$ cat config.mk
export PLATFORM = sky130hd
export DESIGN_NAME = grid_scanout
export DESIGN_NICKNAME = d
export VERILOG_FILES = /design/src/rtl/grid_pkg.sv /design/src/rtl/row_shifter.sv /design/src/rtl/grid_scanout.sv
export SDC_FILE = /design/constraint.sdc
export NUM_CORES = 1
export LEC_CHECK = 0
export ABC_AREA = 1
export BUFFER_PORTS_ARGS = -buffer_cell sky130_fd_sc_hd__buf_4
export CAP_MARGIN = 15
export CORE_UTILIZATION = 50
export DETAILED_ROUTE_END_ITERATION = 8
export PLACE_DENSITY = 0.7
export SETUP_SLACK_MARGIN = 0.4
export SLEW_MARGIN = 20
export SYNTH_ARGS = -nofsm -noshare
export SYNTH_HDL_FRONTEND = slang
export SYNTH_SLANG_ARGS = --single-unit
export TNS_END_PERCENT = 20
$ cat constraint.sdc
create_clock -name clk -period 3.7 [get_ports clk]
set_input_delay 0 -clock clk [delete_from_list [all_inputs] [get_ports clk]]
set_output_delay 0 -clock clk [all_outputs]
set_load 0.01 [all_outputs]
$ cat src/rtl/grid_pkg.sv
// grid_pkg
//   Shared definitions for the life-grid scan-out path: grid geometry,
//   grid/row container types, the scan FSM state encoding and a small
//   width helper used to size counters safely.
package grid_pkg;

  localparam int GRID_ROWS = 16;
  localparam int GRID_COLS = 16;
  localparam int GRID_BITS = GRID_ROWS * GRID_COLS;

  typedef logic [GRID_BITS-1:0] grid_t;
  typedef logic [GRID_COLS-1:0] row_t;

  typedef enum logic [2:0] {
    IDLE,
    LOAD,
    SHIFT,
    LATCH,
    HOLD
  } scan_state_t;

  // Counter width for a modulo-n count; never returns zero so a counter
  // declared from it is always at least one bit wide.
  function automatic int safe_clog2(input int n);
    return (n > 1) ? $clog2(n) : 1;
  endfunction

endpackage

$ cat src/rtl/row_shifter.sv
// row_shifter
//   Serialises one row of the frame into the column driver chain.
//   A one-cycle load pulse captures the row and starts shifting; each bit
//   occupies CLK_DIV cycles, sclk low for the first half and high for the
//   second half, so sdata only ever moves while sclk is low. The MSB
//   (column COLS-1) goes out first.
//
//   Ports:
//     clk        system clock
//     reset      asynchronous active-low reset
//     load       one-cycle pulse: capture load_data and start shifting
//     load_data  row to serialise
//     sclk       shift clock to the driver chain (low when idle)
//     sdata      serial column data (low when idle)
//     done       high on the final cycle of the last bit
module row_shifter
  import grid_pkg::*;
#(
  parameter int COLS    = GRID_COLS,
  parameter int CLK_DIV = 4
) (
  input  logic            clk,
  input  logic            reset,
  input  logic            load,
  input  logic [COLS-1:0] load_data,
  output logic            sclk,
  output logic            sdata,
  output logic            done
);

  localparam int DW = safe_clog2(CLK_DIV);
  localparam int BW = safe_clog2(COLS);

  logic [COLS-1:0] shreg;
  logic            active;
  logic [DW-1:0]   div_cnt;
  logic [BW-1:0]   bit_cnt;
  logic            div_last;
  logic            bit_last;

  assign div_last = (div_cnt == DW'(CLK_DIV - 1));
  assign bit_last = (bit_cnt == BW'(COLS - 1));

  // Prescaler and shift register. The register advances on the same edge
  // that ends a bit period, which is also the edge where sclk falls, so
  // the new bit appears at the start of the next sclk-low half.
  always_ff @(posedge clk or negedge reset) begin
    if (!reset) begin
      shreg   <= '0;
      active  <= 1'b0;
      div_cnt <= '0;
      bit_cnt <= '0;
    end else if (load) begin
      shreg   <= load_data;
      active  <= 1'b1;
      div_cnt <= '0;
      bit_cnt <= '0;
    end else if (active) begin
      if (div_last) begin
        div_cnt <= '0;
        shreg   <= {shreg[COLS-2:0], 1'b0};
        bit_cnt <= bit_cnt + 1'b1;
        if (bit_last) begin
          active <= 1'b0;
        end
      end else begin
        div_cnt <= div_cnt + 1'b1;
      end
    end
  end

  // Outputs are decoded straight from registered state; both are forced
  // low whenever no row is being shifted.
  assign sclk  = active && (div_cnt >= DW'(CLK_DIV / 2));
  assign sdata = active && shreg[COLS-1];
  assign done  = active && div_last && bit_last;

endmodule

$ cat src/rtl/grid_scanout.sv
// grid_scanout
//   Scans the life grid onto a row-multiplexed LED matrix. Each new
//   generation lands in a shadow register; the shadow is copied into the
//   frame buffer only when row 0 is loaded, so a displayed frame never
//   mixes two generations. Every row is shifted out, latched, then held
//   on the display for HOLD_CYCLES cycles.
//
//   Ports:
//     clk         system clock
//     reset       asynchronous active-low reset
//     grid_in     grid from the datapath, row r at [COLS*r +: COLS]
//     grid_valid  one-cycle strobe: grid_in holds a new generation
//     enable      level; high scans frames continuously
//     sclk        shift clock to the column driver chain
//     sdata       serial column data, column COLS-1 first
//     latch       one-cycle strobe moving the shifted row to the drivers
//     row_sel     currently displayed row
//     oe_n        active-low display enable
//     frame_done  one-cycle pulse after the last row's hold
module grid_scanout
  import grid_pkg::*;
#(
  parameter int COLS        = GRID_COLS,
  parameter int ROWS        = GRID_ROWS,
  parameter int CLK_DIV     = 4,
  parameter int HOLD_CYCLES = 256
) (
  input  logic                     clk,
  input  logic                     reset,
  input  logic [ROWS*COLS-1:0]     grid_in,
  input  logic                     grid_valid,
  input  logic                     enable,
  output logic                     sclk,
  output logic                     sdata,
  output logic                     latch,
  output logic [$clog2(ROWS)-1:0]  row_sel,
  output logic                     oe_n,
  output logic                     frame_done
);

  localparam int RW = $clog2(ROWS);
  localparam int HW = safe_clog2(HOLD_CYCLES);

  scan_state_t          state;
  scan_state_t          state_next;
  logic [RW-1:0]        row_idx;
  logic [ROWS*COLS-1:0] shadow;
  logic [ROWS*COLS-1:0] frame;
  logic [ROWS*COLS-1:0] frame_src;
  logic [COLS-1:0]      load_row;
  logic [HW-1:0]        hold_cnt;
  logic                 hold_last;
  logic                 last_row;
  logic                 shift_load;
  logic                 shift_done;

  assign hold_last = (hold_cnt == HW'(HOLD_CYCLES - 1));
  assign last_row  = (row_idx == RW'(ROWS - 1));

  // A strobe arriving in the very cycle row 0 is loaded must win over the
  // shadow, otherwise that generation would slip a whole frame.
  assign frame_src = grid_valid ? grid_in : shadow;
  assign load_row  = (row_idx == '0) ? frame_src[COLS-1:0]
                                     : frame[int'(row_idx)*COLS +: COLS];

  row_shifter #(
    .COLS    (COLS),
    .CLK_DIV (CLK_DIV)
  ) u_row_shifter (
    .clk       (clk),
    .reset     (reset),
    .load      (shift_load),
    .load_data (load_row),
    .sclk      (sclk),
    .sdata     (sdata),
    .done      (shift_done)
  );

  // Scan state register.
  always_ff @(posedge clk or negedge reset) begin
    if (!reset) begin
      state <= IDLE;
    end else begin
      state <= state_next;
    end
  end

  // Next-state and strobe decode. enable is only looked at in IDLE and at
  // the end of the last row's hold, so dropping it mid-frame still lets
  // the frame finish.
  always_comb begin
    state_next = state;
    shift_load = 1'b0;
    latch      = 1'b0;
    oe_n       = 1'b1;
    unique case (state)
      IDLE: begin
        if (enable) begin
          state_next = LOAD;
        end
      end
      LOAD: begin
        shift_load = 1'b1;
        state_next = SHIFT;
      end
      SHIFT: begin
        if (shift_done) begin
          state_next = LATCH;
        end
      end
      LATCH: begin
        latch      = 1'b1;
        state_next = HOLD;
      end
      HOLD: begin
        oe_n = 1'b0;
        if (hold_last) begin
          state_next = (!last_row || enable) ? LOAD : IDLE;
        end
      end
      default: begin
        state_next = IDLE;
      end
    endcase
  end

  // Buffers, row bookkeeping and the frame_done pulse. row_sel moves on the
  // edge that enters LATCH so it changes together with the latched data,
  // and it keeps its last value while idle.
  always_ff @(posedge clk or negedge reset) begin
    if (!reset) begin
      shadow     <= '0;
      frame      <= '0;
      row_idx    <= '0;
      row_sel    <= '0;
      hold_cnt   <= '0;
      frame_done <= 1'b0;
    end else begin
      if (grid_valid) begin
        shadow <= grid_in;
      end
      if (state == LOAD && row_idx == '0) begin
        frame <= frame_src;
      end
      if (state == SHIFT && shift_done) begin
        row_sel <= row_idx;
      end
      if (state == LATCH) begin
        hold_cnt <= '0;
      end else if (state == HOLD) begin
        hold_cnt <= hold_cnt + 1'b1;
      end
      if (state == IDLE) begin
        row_idx <= '0;
      end else if (state == HOLD && hold_last) begin
        row_idx <= last_row ? '0 : row_idx + 1'b1;
      end
      frame_done <= (state == HOLD) && hold_last && last_row;
    end
  end

endmodule

After elaboration in Yosys (flattened, before gate mapping)
Index checks and enable logic that the tools add are counted.

operators by class
  add/subtract/negate cells = 4
  order comparisons = 1
  equal/unequal tests = 11
  shifts and indexed selects = 1
  multiplexer cells = 28
  reductions and logical operators = 18

operator list
  kind                   number
  $mux W256              1
  $shiftx A256 B9 Y16    1
  $mux W16               4
  $mux W4                6
  $mux W8                2
  $pmux W3 S5            1
  $mux W3                3
  $add A4 B1 Y4 const B  2
  $add A8 B1 Y8 const B  1
  $eq A4 B4 Y1 const B   2
  $eq A8 B8 Y1 const B   1
  $logic_and A1 B1 Y1    8
  $mux W1                8
  $reduce_bool A2 Y1     4
  $eq A3 B2 Y1 const B   2
  $mux W2                3
  $ne A2 B2 Y1 const B   3
  $logic_not A4 Y1       1
  $eq A3 B1 Y1 const B   1
  $eq A3 B3 Y1 const B   1
  $logic_not A3 Y1       1
  $reduce_and A3 Y1      1
  $add A2 B1 Y2 const B  1
  $eq A2 B2 Y1 const B   1
  4 further kinds        4

word-level totals
  bits in registers = 555
  output and inout port bits = 9
  logic and storage cells = 74

Longest topological paths before layout
  depth in word-level cells = 6
  mapped depth = 11
  depth with buffers taken out = 8

By module
A second synthesis with hierarchy kept.

unflattened totals
  cells, all modules = 2,519
  area total of the unflattened synthesis = 24,223.2 µm²

modules (own cells, without submodules)
  module        times used  cells an instance  area each (µm²)  seq. area each (µm²)
  grid_scanout  1           2,389              23,119.7         13,312.8
  row_shifter   1           130                1,103.6          575.6

Worst setup path after synthesis
OpenSTA, ideal clock, no wires.

  path type = register -> register
  start point = register row_idx[0]
  end point = register frame[100]
  library setup time = 0.126 ns
  data arrival time = 1.749 ns
  slack = 1.825 ns
  cell stages (with the launch flop) = 10
  buffers on the path = 4
  path through = dfrtp_1 > inv_2 > buf_2 > buf_2 > ha_1 > nand3_1 > nor2_4 > buf_2 > buf_2 > o21ai_0

on the way
  cells in the longest elaborated chain, start to end = 2

RTL lines
  item                    RTL line             RTL
  from (decl)             grid_scanout.sv:46   logic [RW-1:0] row_idx;
  from (signal assigned)  grid_scanout.sv:156  row_idx <= last_row ? '0 : row_idx + 1'b1;
  $logic_not A4 Y1        grid_scanout.sv:142  if (state == LOAD && row_idx == '0) begin
  $logic_and A1 B1 Y1     grid_scanout.sv:142
  to (signal assigned)    grid_scanout.sv:143  frame <= frame_src;
  to (decl)               grid_scanout.sv:48   logic [ROWS*COLS-1:0] frame;

Every way passes these cells.
A chain may end at the register's enable or synchronous reset.

Worst setup path after layout
  start point = register row_idx[0]
  end point = register state[0]

on the way
  cells in the longest elaborated chain, start to end = 6

RTL lines
  item                  RTL line             RTL
  $eq A4 B4 Y1          grid_scanout.sv:58   assign last_row = (row_idx == RW'(ROWS - 1));
  $logic_not A1 Y1      grid_scanout.sv:118  state_next = (!last_row || enable) ? LOAD : IDLE;
  $logic_or A1 B1 Y1    grid_scanout.sv:118
  $mux W1               grid_scanout.sv:118
  $mux W3               grid_scanout.sv:117  if (hold_last) begin
  $pmux W3 S5           grid_scanout.sv:96   unique case (state)
  to (signal assigned)  grid_scanout.sv:84   state <= state_next;
  to (decl)             grid_scanout.sv:44   scan_state_t state;

Every way passes these cells. The select of a mux whose other input is x is not followed.

==> impl_table.tex <==
\begin{tabular}{lr}
\hline
Metric & Value \\
\hline
\multicolumn{2}{l}{\textbf{Critical path}} \\
\quad Worst EP required & 4.19 ns \\
\quad Classification of the worst setup path & reg2reg \\
\quad Startpoint of the worst register-to-register path & row\_idx[0] \\
\quad Termination of the worst setup path & state[0] \\
\quad Cell count along the critical path & 8 \\
\quad Startpoint type of the worst setup path & flip-flop \\
\quad Setup slack on the worst flop-to-flop path & 0.84 ns \\
\quad Count of buffer and inverter cells on the critical path & 2 \\
\quad Cell family with the largest share of critical-path delay & buffers and inverters \\
\quad Crit path max fanout & slightly below 90 \\
\quad Number of cells traversed by the worst register-to-register path & 8 \\
\quad Destination of the worst register-to-register timing path & state[0] \\
\quad Most repeated library cell on the critical path & nor2\_1 \\
\quad First element of the critical path & row\_idx[0] \\
\quad Arrival time at the worst endpoint & 3.35 ns \\
\quad Largest incremental delay on the critical path & approximately 0.88 ns \\
\quad Cell with the biggest individual delay on the critical path & buf\_4 \\
\quad Ordered cell list for the critical path & buf\_4 > ha\_1 > nand2\_1 > nor2\_1 > inv\_1 > o21a\_1 > nor2\_1 > nor2\_1 \\
\quad Category of the worst setup path capture point & flip-flop \\
\multicolumn{2}{l}{\textbf{Pwr}} \\
\quad Proportion of power drawn by combinational gates & 32.0\% \\
\quad Relative contribution of sequential cells to total power & 39.9\% \\
\quad Static leakage power & about 15 nW \\
\quad Int Pwr & between 10 and 15 mW \\
\quad Switching part of the total power & 34.8\% \\
\quad Relative contribution of the clock network to total power & approximately 28\% \\
\quad Switching pwr & 7.41 mW \\
\quad Power density over the cells & 687 mW/mm2 \\
\quad VDD IR-drop max & a little over 400 uV \\
\multicolumn{2}{l}{\textbf{Detailed routing}} \\
\quad Detailed-route DRC error count & 0 \\
\quad Post-detailed-routing wire length & 66.5 mm \\
\quad Number of detailed-route iterations in the first pass & 5 \\
\quad Via count & around 19000 \\
\quad Mean routed wirelength per cell & 18.4 um \\
\quad Antenna-violating nets left & 0 \\
\quad Via density & 5.19 \\
\quad DRC violation total after the first TritonRoute iteration & roughly 1500 \\
\multicolumn{2}{l}{\textbf{Place}} \\
\quad Worst setup slack after placement & roughly 0.91 ns \\
\quad Final estimated routing congestion in global placement & 0.912 \\
\quad Number of buffers added on ports & 268 \\
\quad HPWL after detailed placement & 42.0 mm \\
\multicolumn{2}{l}{\textbf{STA}} \\
\quad Final Setup Violations & 0 \\
\quad Slew Viols, Final & 0 \\
\quad Crit path setup slack, layout & 0.836 ns \\
\quad Fin Clk Skew & 0.0176 ns \\
\quad Setup repair after global routing missed its margin & false \\
\quad Min Clock Period, post-route & approximately 2.9 ns \\
\quad Hold violation total from the final report & 0 \\
\quad Slew of the pin with the lowest slew margin & 1.11 ns \\
\quad Timing-limited maximum frequency & 0.349 GHz \\
\quad Final clock period utilization by the worst path & between 70\% and 80\% \\
\quad Total Neg Setup Slack & 0 ns \\
\quad Worst slew margin relative to its limit & 25.8\% \\
\multicolumn{2}{l}{\textbf{Layout}} \\
\quad Fraction of final layout cells sized beyond drive strength 1 & about 22\% \\
\quad NumNets Final & 3224 \\
\quad Synthesis-to-layout area growth & 29.0\% \\
\quad Number of antenna diodes & 0 \\
\multicolumn{2}{l}{\textbf{Worst hold path}} \\
\quad Cell depth of the worst hold path & 2 \\
\quad Hold crit path type & in2reg \\
\multicolumn{2}{l}{\textbf{Die}} \\
\quad Count of standard-cell rows & 80 \\
\quad Placeable core area & 0.0476 mm2 \\
\quad Horizontal die dimension & between 200 and 250 um \\
\quad Die Y-Extent & 221 um \\
\quad Top-Level Pins & 269 \\
\quad Area enclosed by the die boundary & 0.0490 mm2 \\
\quad Starting density of the core & 50.5\% \\
\multicolumn{2}{l}{\textbf{Synth}} \\
\quad Share of the synthesized area in the top cell type & 57.7\% \\
\quad Mean instance size in the synthesized netlist & 9.67 um2 \\
\quad Share of cell area taken by muxes after synthesis & 12.0\% \\
\quad Compound-gate portion of the synthesized area & 6.84\% \\
\quad Dominant combinational cell family by area after synthesis & simple AND/OR/NAND/NOR gates \\
\quad Synth area leaders & dfrtp\_1 58\%, mux2\_2 12\%, nand2\_1 11\%, o21ai\_0 5.9\%, inv\_1 4.6\% \\
\quad Post-synthesis instance area & 0.0241 mm2 \\
\quad Number of synthesized flops with an enable pin & 0 \\
\quad Share of the yosys chip area belonging to registers & 57.7\% \\
\quad Most instantiated flip-flop cell in the synthesis netlist & dfrtp\_1 \\
\quad Warning count from the yosys run & 0 \\
\quad Synth area leader & dfrtp\_1 \\
\quad Adder-cell area share of the yosys netlist & 0.312\% \\
\quad Xor-xnor portion of the synthesized cell area & 0.0364\% \\
\quad Post-synthesis async set-or-reset flop share & 100\% \\
\quad Post-synthesis cell type count & 30 \\
\quad Post-Syn Nets & 2755 \\
\quad Total of flip-flops plus latches after synthesis & 555 \\
\quad Synthesized netlist cell count & between 2000 and 2500 \\
\quad Post-synthesis simple-gate area fraction & 15.3\% \\
\multicolumn{2}{l}{\textbf{CTS}} \\
\quad Clock slew at reported path FFs & 0.06 ns \\
\quad Number of setup buffers added after CTS & 0 \\
\quad Root buffer cell & clkbuf\_16 \\
\quad Number of CTS-inserted buffers & 55 \\
\quad Insertion delay of the later-clocked pin in the worst-skew pair & 0.62 ns \\
\quad Largest buffer count on any clock path & 3 \\
\quad TritonCTS clock tree & yes \\
\quad Hold buffers post-CTS & 258 \\
\quad Htree depth & 2 \\
\quad Sink Count & 555 \\
\quad Post-CTS Resized & 0 \\
\multicolumn{2}{l}{\textbf{GRT}} \\
\quad Wire length of the first global-routing pass & between 100 and 150 mm \\
\quad All-layer global routing usage & 27.6\% \\
\quad Antenna violations before repair & 1 \\
\quad Largest net degree at the start of global routing & around 150 \\
\quad Number of global-route vias before repair & 19300 \\
\quad Overflow after GRT & 0 \\
\multicolumn{2}{l}{\textbf{Outcome}} \\
\quad Outcome & complete, no violations \\
\multicolumn{2}{l}{\textbf{Flow run}} \\
\quad Number of max-capacitance violations reported & 0 \\
\hline
\end{tabular}
flip-flops by register name, summed over array words and instances, names as in the netlist:
name / flops
u_row_shifter.bit_cnt: 4
u_row_shifter.shreg: 16
frame_done: 1
state: 3
u_row_shifter.div_cnt: 2
u_row_shifter.active: 1
shadow: 256
row_idx: 4
frame: 256
hold_cnt: 8
row_sel: 4
layout by cell type, fill, tap and decap left out, drive strengths merged:
master	Yosys	final
nand2	685	685
dfrtp	555	555
inv	299	300
buf	124	296
o21ai	286	286
dlygate4sd3	0	259
mux2	256	256
nand3	185	185
clkbuf	19	84
nor2	30	30
a21oi	26	26
clkinv	0	10
bufinv	0	7
ha	6	6
nand4	4	4
nor3	3	3
a31oi	3	3
o22ai	2	2
a211oi	2	2
o21a	1	1
o221ai	1	1
xnor2	1	1
a21boi	1	1
clkinvlp	0	1
power groups by stage:
stage | registers, mW | clock network [mW] | logic (mW)
final | 8.50 | 6.00 | 6.81
after floorplan | 8.36 | 0 | 4.80
after global routing | 8.68 | 6.32 | 7.75
after CTS | 8.50 | 6.09 | 6.82
after detailed placement | 8.60 | 0 | 6.54
after global placement | 8.54 | 0 | 6.36
per-stage QoR:
| stage | std cells | total power [mW] | hold slack, ns | util, % | area, um2 |
|---|---|---|---|---|---|
| 5_1_grt | 3619 | 22.8 | 0.0861 | 65.1 | 31000 |
| 6_report | 3619 | 21.3 | 0.0666 | 65.1 | 31000 |
| 3_3_place_gp | 3256 | 14.9 | 0.205 | 55.5 | 26400 |
| 3_5_place_dp | 3256 | 15.1 | 0.216 | 55.5 | 26400 |
| 2_1_floorplan | 2489 | 13.2 | -0.296 | - | 24100 |
| 4_1_cts | 3617 | 21.4 | 0.0503 | 65.1 | 31000 |
cell families after synthesis:
group	after synthesis
simple gates	907
compound gates	322
mux	256
fa+ha+maj	6
flops	555
buf+inv	442
xor+xnor	1
metal layers:
metal / GRT usage (%) / wire length (um) / up-vias
met2: 46.2 / 32700 / 524
met1: 36.3 / 28200 / 9277
met4: 8.93 / 1970 / 2
li1: - / - / 8851
met5: 0 / 13 / -
met3: 5.02 / 3680 / 127
Yosys cell counts, types with 2 or more instances:
cell type / n
nand4_1: 4
dfrtp_1: 555
buf_2: 90
o21ai_0: 285
mux2_2: 256
clkbuf_1: 19
buf_1: 4
nor2_1: 28
a21oi_1: 26
inv_1: 294
buf_4: 30
inv_2: 4
a211oi_1: 2
nor3_1: 2
ha_1: 6
a31oi_1: 2
nand3_1: 184
o22ai_1: 2
nand2_1: 685
final cells by class:
type / count / area, um2
Tap cell: 615 / 769
Clock inverter: 19 / 288
Inverter: 299 / 1130
Clock buffer: 84 / 1690
Timing Repair Buffer: 555 / 4990
Sequential cell: 555 / 13900
Fill cell: 3676 / 16600
Multi-Input combinational cell: 1492 / 8280
worst min-delay path by stage:
stage | start | to | slack (ns)
floorplan | reset | frame[0] | -0.30
global placement | reset | shadow[86] | 0.21
detailed placement | reset | shadow[86] | 0.22
CTS | grid_valid | shadow[17] | 0.05
global route | grid_valid | shadow[16] | 0.09
finish | grid_valid | shadow[17] | 0.07
(Power assumes the default switching activity.)
